===== src/rtl/imm_pkg.sv =====
// Shared decode constants for the pipelined immediate generator.
package imm_pkg;

  // Base opcodes (instr[6:0]) that carry an immediate
  localparam logic [6:0] OP_LOAD   = 7'b0000011;
  localparam logic [6:0] OP_IMM    = 7'b0010011;
  localparam logic [6:0] OP_JALR   = 7'b1100111;
  localparam logic [6:0] OP_FENCE  = 7'b0001111;
  localparam logic [6:0] OP_SYSTEM = 7'b1110011;
  localparam logic [6:0] OP_STORE  = 7'b0100011;
  localparam logic [6:0] OP_BRANCH = 7'b1100011;
  localparam logic [6:0] OP_LUI    = 7'b0110111;
  localparam logic [6:0] OP_AUIPC  = 7'b0010111;
  localparam logic [6:0] OP_JAL    = 7'b1101111;

  // Immediate format class reported alongside the value
  typedef enum logic [2:0] {
    IMM_NONE = 3'd0,
    IMM_I    = 3'd1,
    IMM_S    = 3'd2,
    IMM_B    = 3'd3,
    IMM_U    = 3'd4,
    IMM_J    = 3'd5,
    IMM_Z    = 3'd6
  } imm_type_e;

endpackage


===== src/rtl/imm_gen_pipe_if.sv =====
// Fetch-side and register-read-side handshakes of the immediate generator.
interface imm_gen_pipe_if
  import imm_pkg::*;
#(
  parameter int XLEN  = 32,
  parameter int TAG_W = 32
);
  logic             in_valid;
  logic             in_ready;
  logic [31:0]      in_instr;
  logic [TAG_W-1:0] in_tag;

  logic             out_valid;
  logic             out_ready;
  logic [XLEN-1:0]  out_imm;
  imm_type_e        out_type;
  logic             out_illegal;
  logic [TAG_W-1:0] out_tag;

  // Block side: consumes instructions, produces immediates
  modport slave (
    input  in_valid, in_instr, in_tag, out_ready,
    output in_ready, out_valid, out_imm, out_type, out_illegal, out_tag
  );

  // Environment side: fetch upstream plus register-read downstream
  modport master (
    output in_valid, in_instr, in_tag, out_ready,
    input  in_ready, out_valid, out_imm, out_type, out_illegal, out_tag
  );
endinterface


===== src/rtl/imm_decode.sv =====
// Combinational RV immediate decode: value, format class and illegal flag.
module imm_decode
  import imm_pkg::*;
#(
  parameter int XLEN    = 32,
  parameter bit EN_ZIMM = 1'b1
) (
  input  logic [31:0]     instr,
  output logic [XLEN-1:0] imm,
  output imm_type_e       typ,
  output logic            illegal
);

  // Select the immediate layout from the opcode; unknown encodings read as NONE
  always_comb begin
    imm     = '0;
    typ     = IMM_NONE;
    illegal = 1'b0;
    if (instr[1:0] != 2'b11) begin
      illegal = 1'b1;
    end else begin
      case (instr[6:0])
        OP_LOAD, OP_IMM, OP_JALR, OP_FENCE: begin
          imm = XLEN'($signed(instr[31:20]));
          typ = IMM_I;
        end
        OP_SYSTEM: begin
          // CSR*I forms carry a 5-bit unsigned operand in the rs1 slot
          if (EN_ZIMM && instr[14]) begin
            imm = XLEN'(instr[19:15]);
            typ = IMM_Z;
          end else begin
            imm = XLEN'($signed(instr[31:20]));
            typ = IMM_I;
          end
        end
        OP_STORE: begin
          imm = XLEN'($signed({instr[31:25], instr[11:7]}));
          typ = IMM_S;
        end
        OP_BRANCH: begin
          imm = XLEN'($signed({instr[31], instr[7], instr[30:25], instr[11:8], 1'b0}));
          typ = IMM_B;
        end
        OP_LUI, OP_AUIPC: begin
          imm = XLEN'($signed({instr[31:12], 12'h000}));
          typ = IMM_U;
        end
        OP_JAL: begin
          imm = XLEN'($signed({instr[31], instr[19:12], instr[20], instr[30:21], 1'b0}));
          typ = IMM_J;
        end
        default: illegal = 1'b1;
      endcase
    end
  end

endmodule


===== src/rtl/imm_gen_pipe.sv =====
// Registered immediate generator: decode, one output stage and a one-entry skid.
module imm_gen_pipe
  import imm_pkg::*;
#(
  parameter int XLEN    = 32,
  parameter int TAG_W   = 32,
  parameter bit EN_ZIMM = 1'b1
) (
  input  logic           clk,
  input  logic           rst_n,
  input  logic           flush,
  imm_gen_pipe_if.slave  bus
);

  typedef struct packed {
    logic [XLEN-1:0]  imm;
    imm_type_e        typ;
    logic             illegal;
    logic [TAG_W-1:0] tag;
  } entry_t;

  logic [XLEN-1:0] dec_imm;
  imm_type_e       dec_typ;
  logic            dec_ill;
  entry_t          dec_e;
  entry_t          out_q;
  entry_t          skid_q;
  logic            out_vld;
  logic            skid_vld;
  logic            accept;

  imm_decode #(
    .XLEN    (XLEN),
    .EN_ZIMM (EN_ZIMM)
  ) u_dec (
    .instr   (bus.in_instr),
    .imm     (dec_imm),
    .typ     (dec_typ),
    .illegal (dec_ill)
  );

  assign dec_e  = '{imm: dec_imm, typ: dec_typ, illegal: dec_ill, tag: bus.in_tag};
  // Ready only depends on skid occupancy, so no combinational path from out_ready
  assign accept = bus.in_valid & ~skid_vld;

  // Output stage + skid: skid drains first, otherwise new items go to the
  // output when it frees up this cycle, else park in the skid
  always_ff @(posedge clk) begin
    if (!rst_n) begin
      out_vld  <= 1'b0;
      skid_vld <= 1'b0;
      out_q    <= '0;
      skid_q   <= '0;
    end else if (flush) begin
      out_vld  <= 1'b0;
      skid_vld <= 1'b0;
    end else if (skid_vld) begin
      // in_ready is low here, so no new item can arrive alongside a drain
      if (bus.out_ready) begin
        out_q    <= skid_q;
        skid_vld <= 1'b0;
      end
    end else if (accept) begin
      if (!out_vld || bus.out_ready) begin
        out_q   <= dec_e;
        out_vld <= 1'b1;
      end else begin
        skid_q   <= dec_e;
        skid_vld <= 1'b1;
      end
    end else if (bus.out_ready) begin
      out_vld <= 1'b0;
    end
  end

  assign bus.in_ready    = ~skid_vld;
  assign bus.out_valid   = out_vld;
  assign bus.out_imm     = out_q.imm;
  assign bus.out_type    = out_q.typ;
  assign bus.out_illegal = out_q.illegal;
  assign bus.out_tag     = out_q.tag;

endmodule


===== src/flat_wrapper.sv =====
// flat-port wrapper written by rule: the top's interface ports become plain ports
module imm_gen_pipe_flat import imm_pkg::*;
#(
  parameter int XLEN    = 32,
  parameter int TAG_W   = 32,
  parameter bit EN_ZIMM = 1'b1
)
  (clk, rst_n, flush, bus_in_valid, bus_in_instr, bus_in_tag, bus_out_ready, bus_in_ready, bus_out_valid, bus_out_imm, bus_out_type, bus_out_illegal, bus_out_tag);
  imm_gen_pipe_if #(.XLEN(XLEN), .TAG_W(TAG_W)) bus_i ();
  input  logic clk;
  input  logic rst_n;
  input  logic flush;
  input wire logic [$bits(bus_i.in_valid)-1:0] bus_in_valid;
  input wire logic [$bits(bus_i.in_instr)-1:0] bus_in_instr;
  input wire logic [$bits(bus_i.in_tag)-1:0] bus_in_tag;
  input wire logic [$bits(bus_i.out_ready)-1:0] bus_out_ready;
  output wire logic [$bits(bus_i.in_ready)-1:0] bus_in_ready;
  output wire logic [$bits(bus_i.out_valid)-1:0] bus_out_valid;
  output wire logic [$bits(bus_i.out_imm)-1:0] bus_out_imm;
  output wire logic [$bits(bus_i.out_type)-1:0] bus_out_type;
  output wire logic [$bits(bus_i.out_illegal)-1:0] bus_out_illegal;
  output wire logic [$bits(bus_i.out_tag)-1:0] bus_out_tag;
  assign bus_i.in_valid = bus_in_valid;
  assign bus_i.in_instr = bus_in_instr;
  assign bus_i.in_tag = bus_in_tag;
  assign bus_i.out_ready = bus_out_ready;
  assign bus_in_ready = bus_i.in_ready;
  assign bus_out_valid = bus_i.out_valid;
  assign bus_out_imm = bus_i.out_imm;
  assign bus_out_type = bus_i.out_type;
  assign bus_out_illegal = bus_i.out_illegal;
  assign bus_out_tag = bus_i.out_tag;
  imm_gen_pipe #(.XLEN(XLEN), .TAG_W(TAG_W), .EN_ZIMM(EN_ZIMM)) u_core (.clk(clk), .rst_n(rst_n), .flush(flush), .bus(bus_i));
endmodule

===== config.mk =====
export PLATFORM = sky130hd
export DESIGN_NAME = imm_gen_pipe_flat
export DESIGN_NICKNAME = d
export VERILOG_FILES = /design/src/rtl/imm_pkg.sv /design/src/rtl/imm_gen_pipe_if.sv /design/src/rtl/imm_decode.sv /design/src/rtl/imm_gen_pipe.sv /design/src/flat_wrapper.sv
export SDC_FILE = /design/constraint.sdc
export NUM_CORES = 1
export LEC_CHECK = 0
export CAP_MARGIN = 20
export CORE_UTILIZATION = 50
export DETAILED_ROUTE_END_ITERATION = 12
export PLACE_DENSITY = 0.77
export REMOVE_ABC_BUFFERS = 1
export SKIP_LAST_GASP = 1
export SLEW_MARGIN = 10
export SYNTH_ARGS = -nofsm -noshare
export SYNTH_HDL_FRONTEND = slang
export SYNTH_SLANG_ARGS = --single-unit

===== constraint.sdc =====
create_clock -name clk -period 2.3 [get_ports clk]
set_clock_uncertainty 0.05 [all_clocks]
set_input_delay 0.46 -clock clk [delete_from_list [all_inputs] [get_ports clk]]
set_output_delay 0.46 -clock clk [all_outputs]
set_load 0.01 [all_outputs]

==> Implementation_results.wiki <==
{| class="wikitable"
! Metric !! Value
|-
| Outcome || completed
|-
| Cells taking the most area after synthesis || sky130_fd_sc_hd__dfxtp_1 45%, sky130_fd_sc_hd__nand2_1 7.7%, sky130_fd_sc_hd__mux2i_1 6.4%
|-
| Via count of the first global-routing pass || ~5.8k
|-
| Type of element capturing the critical path || output port
|-
| Worst EP arrival || between 1.5 and 2 ns
|-
| Share of the synthesized netlist area taken by xor and xnor gates || 0%
|-
| # Max-Cap Violations || 0
|-
| Clock transition at the registers of the reported paths || about 0.060 ns
|-
| First-pass GRT wire length || 28.2 mm
|-
| Met2 usage in global routing || 49.4%
|-
| Commonest register cell after synthesis || sky130_fd_sc_hd__dfxtp_1
|-
| EDFF count, synth || 0
|-
| Core region area || 12000 um^2
|-
| Yosys warning count || 0
|-
| Die width || 113 um
|-
| Number of placed I/O pins || 139
|-
| Number of library cell types mapped by synthesis || 47
|-
| Post-synthesis average cell area || roughly 8.7 um^2
|-
| Max IR drop VDD || 0.000509 V
|-
| Final period demand of the worst path || 2.13 ns
|-
| Biggest area consumer among synthesized cells || sky130_fd_sc_hd__dfxtp_1
|-
| Vias/cell || 5.88
|-
| Gates resized, CTS repair || 0
|-
| Number of instances in the synthesized netlist || 701
|-
| Count of routing violations after the opening detailed-route iteration || 443
|-
| Crit path kind || flip-flop to output port
|-
| Most Crowded Layer GR || met2
|-
| Proportion of netlist area held by the largest area contributor || 45.2%
|-
| Finished layout cell area || 8410 um^2
|-
| Required time of the critical path || 1.79 ns
|-
| Post-route DRC || 0
|-
| Post-DP HPWL || between 10 and 15 mm
|-
| Total power per unit cell area || 693 nW/um^2
|-
| Max Fclk || 469 MHz
|-
| DIE HEIGHT || ~110 um
|-
| Post-CTS Hold Buffers || 0
|-
| Transition time of the tightest slew-check pin || roughly 0.63 ns
|-
| Wirelength, routed || 17.1 mm
|-
| Port buffer count || between 100 and 150
|-
| Mux share of post-synthesis cell area || around 6.4%
|-
| Worst-case headroom to the max-slew limit || around 58%
|-
| Largest family of logic cells by synthesized area || compound AO/OA/AOI/OAI gates
|-
| Total global routing track utilization || 28.1%
|-
| Post-detailed-route count of antenna-violating nets || 0
|-
| Final Cycle Share || 92.8%
|-
| Hold path cells || 2
|-
| Synthesized-area fraction occupied by ao, oa, aoi and oai cells || 27.3%
|-
| Overall power consumption || 5.82 mW
|-
| Dominant cell by count in the synthesized netlist || sky130_fd_sc_hd__dfxtp_1
|-
| Initial antenna violation count || 0
|-
| Number of nets in the layout || 904
|-
| LEAKAGE || approximately 3.2 nW
|-
| TritonCTS clock tree || done
|-
| # H-tree levels || 4
|-
| Number of post-CTS setup repair buffers || 0
|-
| Number of flip-flops and latches in the synthesized netlist || 138
|-
| Hold Violations, Final || 0
|-
| GR Util met3 || under 10%
|-
| Final Wtd Congestion || ~0.88
|-
| Met1 track demand over resource in global routing || 33.1%
|-
| Layout cell share with drive strength beyond 1 || between 10% and 20%
|-
| Number of CTS-inserted buffers || 17
|-
| Effective utilization at floorplan || 51.1%
|-
| Largest net degree at the start of global routing || between 60 and 70
|-
| Overall die area || 12700 um^2
|-
| Master cell of the clock root buffer || sky130_fd_sc_hd__clkbuf_16
|-
| Clock Sink Count || 138
|-
| Adder-cell area share of the yosys netlist || 0%
|-
| Number of iterations in the first detailed-routing pass || 5
|-
| Final setup fails || 0
|-
| CP Max Fanout || 21
|-
| Clk_lat worst skew || 0.42 ns
|-
| Grt ovf || 0
|-
| Instance area after placement || around 8000 um^2
|-
| Routed length per instance || about 17 um
|-
| CP startpoint kind || flip-flop
|-
| Slew Viols, Final || 0
|-
| FFs w/ async S/R, synth || 0%
|-
| Clock buffer depth || 2
|-
| Antenna cells || 0
|-
| Post-synthesis cell area || 6110 um^2
|-
| Path class of the lowest-slack min-delay path || flip-flop to flip-flop
|-
| R2R cell count || 6
|-
| Setup repair after global routing missed its margin || false
|-
| Num rows || 40
|-
| Synth Area in Simple Gates || 16.2%
|-
| Part of the Yosys area used for sequential elements || 45.2%
|-
| Utilization after layout || a little over two thirds
|-
| Total via count after detailed routing || 5848
|-
| Setup Total Neg Slack || 0 ns
|-
| Area Overhead vs Synth || 37.6%
|-
| Most common library cells after synthesis || 138 x sky130_fd_sc_hd__dfxtp_1, 126 x sky130_fd_sc_hd__nand2_1, 54 x sky130_fd_sc_hd__clkbuf_1
|}
==> stage by stage <==
stage | cells | setup slack (ns) | hold slack, ns
2_1_floorplan | 635 | -1.50 | 0.383
3_3_place_gp | 963 | -0.0967 | 0.391
3_5_place_dp | 963 | -0.121 | 0.407
4_1_cts | 994 | 0.166 | 0.414
5_1_grt | 994 | 0.130 | 0.436
6_report | 994 | 0.166 | 0.412
==> layout make-up <==
type | count | area [um^2]
multi-input cells | 491 | 3070
repair buffers | 181 | 1790
fillers | 952 | 3550
inverters | 6 | 22.5
clock inverters | 6 | 61.3
flip-flops and latches | 138 | 2770
clock buffers | 25 | 515
well taps | 147 | 184
==> state kept, by name, indices dropped and copies added, names as in the netlist <==
signal,flops
u_core.skid_vld,1
u_core.bus.out_tag,32
u_core.bus.out_type,3
u_core.skid_q,68
u_core.bus.out_valid,1
u_core.bus.out_imm,32
u_core.bus.out_illegal,1
==> placed cells by master (no fill, tap or decap), types with 4 or more instances in the layout <==
| cell | n |
|---|---|
| sky130_fd_sc_hd__a21oi_2 | 10 |
| sky130_fd_sc_hd__and3_1 | 4 |
| sky130_fd_sc_hd__a21oi_1 | 39 |
| sky130_fd_sc_hd__clkdlybuf4s50_1 | 137 |
| sky130_fd_sc_hd__o211a_1 | 33 |
| sky130_fd_sc_hd__mux2i_1 | 39 |
| sky130_fd_sc_hd__o21ai_0 | 39 |
| sky130_fd_sc_hd__dfxtp_1 | 137 |
| sky130_fd_sc_hd__nand2_1 | 125 |
| sky130_fd_sc_hd__a21boi_0 | 33 |
| sky130_fd_sc_hd__clkbuf_8 | 6 |
| sky130_fd_sc_hd__buf_12 | 7 |
| sky130_fd_sc_hd__or3_1 | 25 |
| sky130_fd_sc_hd__o211ai_1 | 30 |
| sky130_fd_sc_hd__clkbuf_16 | 17 |
| sky130_fd_sc_hd__inv_1 | 6 |
| sky130_fd_sc_hd__nor3_1 | 7 |
| sky130_fd_sc_hd__nand3_1 | 19 |
| sky130_fd_sc_hd__a211oi_1 | 7 |
| sky130_fd_sc_hd__a31oi_1 | 27 |
| sky130_fd_sc_hd__buf_4 | 37 |
| sky130_fd_sc_hd__nor2_1 | 16 |
==> cells by family (layout without fill, tap and decap cells) <==
kind of cell | Yosys count | after routing
mux | 39 | 39
simple gates | 215 | 215
flops | 138 | 138
buf+inv | 72 | 218
compound gates | 237 | 237
==> worst paths after layout <==
check / slack, ns / to / from
setup / recovery: 0.17 / bus_in_ready / u_core.skid_vld
hold / removal: 0.41 / u_core.skid_q[13] / u_core.skid_q[13]
setup reg to reg: 0.45 / u_core.skid_q[2] / u_core.skid_vld
hold reg to reg: 0.41 / u_core.skid_q[13] / u_core.skid_q[13]
==> worst max-delay path, stage by stage (launching register included) <==
cell	delay [ns]
sky130_fd_sc_hd__dfxtp_4	0.54
sky130_fd_sc_hd__inv_1	0.17
sky130_fd_sc_hd__clkdlybuf4s50_1	0.51
==> where the power goes <==
group          leakage (nW)  switching (mW)  internal [mW]  total, mW
logic                  1.80           0.312          0.368      0.680
registers              1.12          0.0490           2.47       2.52
clock network         0.285           0.974           1.65       2.62
total                  3.21            1.33           4.49       5.82
==> layer usage <==
layer,up-vias,share of wire (%)
met2,179,51
met1,2826,42
li1,2804,-
met3,39,4.1
met4,0,2.8
met5,-,0
(Power assumes the default switching activity.)
